### src/rtl/ads78xx_multi_rx.sv
// Multi-channel receiver for ADS7822-class serial ADCs: one shared conversion clock and chip
// select, one data line per converter, all channels captured in a single frame.
module ads78xx_multi_rx #(
    parameter int CH_NUM    = 3,
    parameter int DATA_W    = 12,
    parameter int LEAD      = 3,
    parameter int DIV       = 40,
    parameter int SAMPLE_DC = DIV / 2 + 3,
    parameter int PERIOD    = 1000
) (
    input  logic                       clk,
    input  logic                       rst_n,
    input  logic                       trigger_i,
    input  logic                       auto_en_i,
    input  logic [CH_NUM-1:0]          ad_dout_i,
    output logic                       ad_clk_o,
    output logic                       ad_cs_n_o,
    output logic [CH_NUM*DATA_W-1:0]   sample_data_o,
    output logic                       data_valid_o,
    output logic                       busy_o,
    output logic                       overrun_o
);

    localparam int NBITS = LEAD + DATA_W;
    localparam int DcW   = $clog2(DIV);
    localparam int BcW   = $clog2(NBITS);
    localparam int PcW   = $clog2(PERIOD);

    localparam logic [DcW-1:0] DcLast   = DcW'(DIV - 1);
    localparam logic [DcW-1:0] DcHalfM1 = DcW'(DIV / 2 - 1);
    localparam logic [DcW-1:0] DcSample = DcW'(SAMPLE_DC);
    localparam logic [BcW-1:0] BcLast   = BcW'(NBITS - 1);
    localparam logic [PcW-1:0] PcLast   = PcW'(PERIOD - 1);

    typedef enum logic [1:0] {StIdle, StSetup, StShift, StHold} state_e;

    logic                     trig_s1_q, trig_s2_q, trig_prev_q, trig_req_q;
    logic [CH_NUM-1:0]        dout_s1_q, dout_s2_q;
    logic [PcW-1:0]           pcnt_q;
    logic                     tick, start_req, capture;

    state_e                   state_q;
    logic [DcW-1:0]           dc_q;
    logic [BcW-1:0]           bc_q;
    logic                     ad_clk_q, cs_n_q, busy_q, dv_q, ovr_q;
    logic [CH_NUM*DATA_W-1:0] sr_q, sr_d, data_q;

    always_ff @(posedge clk or negedge rst_n) begin
        if (!rst_n) begin
            trig_s1_q   <= 1'b0;
            trig_s2_q   <= 1'b0;
            trig_prev_q <= 1'b0;
            trig_req_q  <= 1'b0;
            dout_s1_q   <= '0;
            dout_s2_q   <= '0;
            pcnt_q      <= '0;
        end else begin
            trig_s1_q   <= trigger_i;
            trig_s2_q   <= trig_s1_q;
            trig_prev_q <= trig_s2_q;
            trig_req_q  <= trig_s2_q & ~trig_prev_q;
            dout_s1_q   <= ad_dout_i;
            dout_s2_q   <= dout_s1_q;
            if (!auto_en_i || pcnt_q == PcLast) begin
                pcnt_q <= '0;
            end else begin
                pcnt_q <= pcnt_q + 1'b1;
            end
        end
    end

    assign tick      = auto_en_i && (pcnt_q == PcLast);
    assign start_req = trig_req_q | tick;
    // Lead periods (sample window and null bit) are clocked but never shifted in.
    assign capture   = (state_q == StShift) && (dc_q == DcSample) && (int'(bc_q) >= LEAD);

    always_comb begin
        sr_d = sr_q;
        if (capture) begin
            for (int k = 0; k < CH_NUM; k++) begin
                sr_d[k*DATA_W +: DATA_W] = {sr_q[k*DATA_W +: DATA_W-1], dout_s2_q[k]};
            end
        end
    end

    always_ff @(posedge clk or negedge rst_n) begin
        if (!rst_n) begin
            state_q  <= StIdle;
            dc_q     <= '0;
            bc_q     <= '0;
            ad_clk_q <= 1'b0;
            cs_n_q   <= 1'b1;
            busy_q   <= 1'b0;
            dv_q     <= 1'b0;
            ovr_q    <= 1'b0;
            sr_q     <= '0;
            data_q   <= '0;
        end else begin
            dv_q  <= 1'b0;
            ovr_q <= start_req && (state_q != StIdle);
            sr_q  <= sr_d;
            unique case (state_q)
                StIdle: begin
                    if (start_req) begin
                        state_q <= StSetup;
                        cs_n_q  <= 1'b0;
                        busy_q  <= 1'b1;
                        dc_q    <= '0;
                        bc_q    <= '0;
                        sr_q    <= '0;
                    end
                end
                StSetup: begin
                    if (dc_q == DcLast) begin
                        dc_q    <= '0;
                        state_q <= StShift;
                    end else begin
                        dc_q <= dc_q + 1'b1;
                    end
                end
                StShift: begin
                    if (dc_q == DcLast) begin
                        dc_q     <= '0;
                        ad_clk_q <= 1'b0;
                        if (bc_q == BcLast) begin
                            bc_q    <= '0;
                            state_q <= StHold;
                            cs_n_q  <= 1'b1;
                            // sr_d so a capture on the final cycle still lands in the result
                            data_q  <= sr_d;
                            dv_q    <= 1'b1;
                        end else begin
                            bc_q <= bc_q + 1'b1;
                        end
                    end else begin
                        dc_q     <= dc_q + 1'b1;
                        ad_clk_q <= (dc_q >= DcHalfM1);
                    end
                end
                StHold: begin
                    if (dc_q == DcLast) begin
                        dc_q    <= '0;
                        state_q <= StIdle;
                        busy_q  <= 1'b0;
                    end else begin
                        dc_q <= dc_q + 1'b1;
                    end
                end
                default: state_q <= StIdle;
            endcase
        end
    end

    assign ad_clk_o      = ad_clk_q;
    assign ad_cs_n_o     = cs_n_q;
    assign sample_data_o = data_q;
    assign data_valid_o  = dv_q;
    assign busy_o        = busy_q;
    assign overrun_o     = ovr_q;

endmodule
### config.mk
export PLATFORM = sky130hd
export DESIGN_NAME = ads78xx_multi_rx
export DESIGN_NICKNAME = d
export VERILOG_FILES = /design/src/rtl/ads78xx_multi_rx.sv
export SDC_FILE = /design/constraint.sdc
export NUM_CORES = 1
export LEC_CHECK = 0
export ABC_AREA = 0
export BUFFER_PORTS_ARGS = -buffer_cell sky130_fd_sc_hd__buf_2
export CORE_MARGIN = 10
export CORE_UTILIZATION = 45
export CTS_CLUSTER_SIZE = 25
export DETAILED_ROUTE_END_ITERATION = 10
export PLACE_DENSITY = 0.66
export SYNTH_ARGS = -nofsm -noshare
export SYNTH_HDL_FRONTEND = slang
export SYNTH_SLANG_ARGS = --single-unit
### constraint.sdc
create_clock -name clk -period 2.2 [get_ports clk]
set_input_delay 0.22 -clock clk [delete_from_list [all_inputs] [get_ports clk]]
set_output_delay 0.22 -clock clk [all_outputs]
set_load 0.01 [all_outputs]
==> impl_metrics.py <==
metrics = {
    "power": {
        "leakagePower_nw": 2.531,
        "p_per_area_nw_per_um2": 817.3,
        "peakVddDrop_mv": 0.3929,
        "swShare_pct": 29.58,
        "clkPwrFrac_pct": 27.3,
        "internal-power_mw": 2.968,
        "share_comb_of_total_power_pct": 18.3,
        "power_mw": 4.215,
        "power_frac_seq_pct": 54.3,
        "net-switching-power_mw": 1.247,
    },
    "yosys": {
        "netlist_instances": 388,
        "synth_edf_count": 0,
        "ys_warn_count": 0,
        "synth-seq-cells": 109,
        "synth_flop_cell": "dfrtp_1",
        "synth.distinct_cells": 50,
        "synth-async-reset-ratio_pct": 100.0,
        "synth_nets": 403,
        "synth-seq-area-share_pct": 59.80,
        "synth.avg_cell_area_sq_um": 11.76,
        "synth_area_sq_um": 4563,
    },
    "global_routing": {
        "track_usage_pct": 11.36,
        "overflow": 0,
        "antenna_found_initial": 0,
        "grt_first_pass_wirelength_um": 13700,
        "grt_pass1_vias": 2907,
        "grt_max_degree": 46,
    },
    "timing": {
        "hold_violations": 0,
        "tightest_slew_ps": 606.1,
        "slew_headroom_pct": 59.60,
        "rsz0062_at_grt": "no",
        "setup_tns_ps": 0,
        "period_minus_slack_ps": 1940,
        "finalSetupViolations": 0,
        "finalClockSkew_ps": 11.00,
        "fin_crit_sh_pct": 88.19,
        "max_freq_mhz": 515.4,
        "slew_viol_final": 0,
    },
    "detailed_routing": {
        "vias_per_cell": 4.976,
        "drc": 0,
        "firstDrtPassIters": 6,
        "wl_um": 8046,
        "vias": 2886,
        "ant_nets": 0,
        "post_drt_wl_per_cell_um": 13.87,
        "drtIter0Drc": 187,
    },
    "placement": {
        "dpl.hpwl_um": 5588,
        "port_buffers": 47,
        "globalplace.congestion": 0.8406,
        "dp_cells": 559,
    },
    "clocking": {
        "post_cts_buffers": 0,
        "post_cts_resized": 0,
        "cts_tree": "built",
        "clk_pin_slew_worst_paths_ps": 100,
        "ctsLongestPathBuffers": 2,
        "cts_root_buf": "clkbuf_8",
        "clk_latency_ps": 360,
        "cts_buffers": 9,
        "cts_sinks": 109,
        "ctsHtreeMaxLevel": 3,
    },
    "worst_setup_path": {
        "crit_arrival_ps": 2180,
        "startpoint_type": "flop",
        "cp_data_required_time_ps": 2440,
        "crit_type": "reg2reg",
        "critPathMaxFanout": 17,
        "worstSetupEndpointType": "flop",
    },
    "floorplanning": {
        "die_area_sq_um": 14570,
        "rows": 36,
        "die_x_um": 120.7,
        "pin_count": 48,
        "die_h_um": 120.7,
        "start_util_pct": 46.47,
        "core_sq_um": 9819,
    },
    "finish": {
        "syn_to_final_growth_pct": 13.02,
        "drive_above_1_share_pct": 19.24,
        "nets": 457,
        "final_util_pct": 52.52,
        "instances_no_fill": 580,
        "n_fill_cell": 910,
        "n_antenna_cell": 0,
    },
    "job": {
        "drv_cap": 0,
    },
    "run_status": {
        "status": "finished clean",
    },
    "min_path": {
        "hold_class": "in2reg",
    },
}
flip-flops by register name, summed over array words and instances, names as in the netlist:
signal	count
sample_data_o	36
sr_q	36
pcnt_q	10
dc_q	6
bc_q	4
dout_s1_q	3
dout_s2_q	3
state_q	2
ad_clk_o	1
ad_cs_n_o	1
busy_o	1
data_valid_o	1
overrun_o	1
trig_prev_q	1
trig_req_q	1
trig_s1_q	1
trig_s2_q	1
cell usage after synthesis (2+ instances only):
| cell | count | area [sq um] |
|---|---|---|
| xnor2_1 | 8 | 70.07 |
| clkbuf_1 | 2 | 7.510 |
| nor2_1 | 88 | 330.3 |
| nor2b_1 | 4 | 25.02 |
| nor3_1 | 3 | 15.01 |
| mux2i_1 | 37 | 370.4 |
| nor4b_1 | 2 | 17.52 |
| nand3_1 | 8 | 40.04 |
| and2_1 | 2 | 12.51 |
| o21ai_0 | 3 | 15.01 |
| nand2_1 | 9 | 33.78 |
| o31ai_1 | 3 | 22.52 |
| a31oi_1 | 2 | 12.51 |
| a21oi_1 | 39 | 195.2 |
| buf_2 | 6 | 30.03 |
| inv_1 | 5 | 18.77 |
| xor2_1 | 4 | 35.03 |
| and3_1 | 3 | 18.77 |
| and3b_1 | 2 | 17.52 |
| nor3b_1 | 2 | 15.01 |
| a31oi_4 | 2 | 42.54 |
| buf_6 | 5 | 56.30 |
| dfrtp_1 | 108 | 2703 |
| a21boi_0 | 2 | 15.01 |
| ha_1 | 8 | 100.1 |
| nand2b_1 | 2 | 12.51 |
| a21o_1 | 2 | 15.01 |
| buf_12 | 4 | 80.08 |
| mux2_2 | 2 | 22.52 |
area by class of cell:
| type | count | area [sq um] | share of cell area [%] |
|---|---|---|---|
| clock buffers | 10 | 137.6 | 2.669 |
| flip-flops and latches | 109 | 2729 | 52.91 |
| multi-input cells | 254 | 1619 | 31.39 |
| well taps | 133 | 166.4 | 3.227 |
| inverters | 5 | 18.77 | 0.3639 |
| repair buffers | 63 | 432.9 | 8.394 |
| clock inverters | 6 | 53.80 | 1.043 |
cells by family (layout without fill, tap and decap cells):
kind of cell / count (synthesis) / count (layout) / synth area share [%]
buffers and inverters: 25 / 84 / 4.771
DFF: 109 / 109 / 59.80
xor gates and xnor gates: 12 / 12 / 2.303
adders and majority gates: 8 / 8 / 2.194
muxes: 39 / 39 / 8.610
AOI/OAI and AO/OA: 62 / 62 / 9.021
and+or+nand+nor: 133 / 133 / 13.30
metrics by stage:
stage | setup WS, ps | hold slack [ps] | cell area, sq um
4_1_cts | 283.0 | 78.27 | 5157
5_1_grt | 113.4 | 99.44 | 5157
3_3_place_gp | 342.8 | 259.8 | 4916
6_report | 259.8 | 109.0 | 5157
2_1_floorplan | 462.2 | -75.59 | 4563
3_5_place_dp | 311.6 | 270.8 | 4916
power groups by stage:
| stage | clock network (mW) | logic [mW] | registers, mW |
|---|---|---|---|
| after global placement | 0 | 0.753 | 2.32 |
| after detailed placement | 0 | 0.777 | 2.33 |
| after CTS | 1.20 | 0.787 | 2.29 |
| final | 1.15 | 0.773 | 2.29 |
| after floorplan | 0 | 0.582 | 2.29 |
| after global routing | 1.28 | 0.875 | 2.32 |
repair_timing:
action	in CTS	in global routing
hold endpoints to repair	45	0
endpoints found under the setup margin	0	0
hold buffers	5	0
placed cells by master, fill, tap and decap left out, drive strengths merged, types with 5 or more instances in the layout:
cell type / netlist / layout
a21oi: 39 / 39
nor2: 88 / 88
nand2: 9 / 9
ha: 8 / 8
mux2i: 37 / 37
nand3: 8 / 8
xnor2: 8 / 8
dfrtp: 108 / 108
dlygate4sd3: 0 / 5
clkbuf: 3 / 10
inv: 5 / 8
buf: 16 / 58
critical path, stage by stage (launching register included):
cell and delay (ps):
dfrtp_1 390, ha_1 250, and3b_1 320, o311a_4 280, buf_12 170, mux2i_1 310
a21oi_1 110
path summary, 6_finish.rpt:
kind	from	end	slack, ps	cells past startpoint
hold / removal	auto_en_i	pcnt_q[2]	110	2
setup / recovery	dc_q[0]	sample_data_o[4]	260	6
setup reg to reg	dc_q[0]	sample_data_o[4]	260	6
min in group asynchronous	rst_n	sample_data_o[8]	400	2
hold reg to reg	trig_s1_q	trig_s2_q	360	0
max in group asynchronous	rst_n	ad_cs_n_o	1090	3
routing by layer:
metal	global-route usage (%)	vias up	wire length [um]	part of all wire (%)
met1	13.62	1410	3638	45
li1	-	1424	-	-
met3	3.490	6	398	4.9
met5	0	-	0	0
met4	4.449	0	97	1.2
met2	18.71	46	3912	49
(Power assumes the default switching activity.)
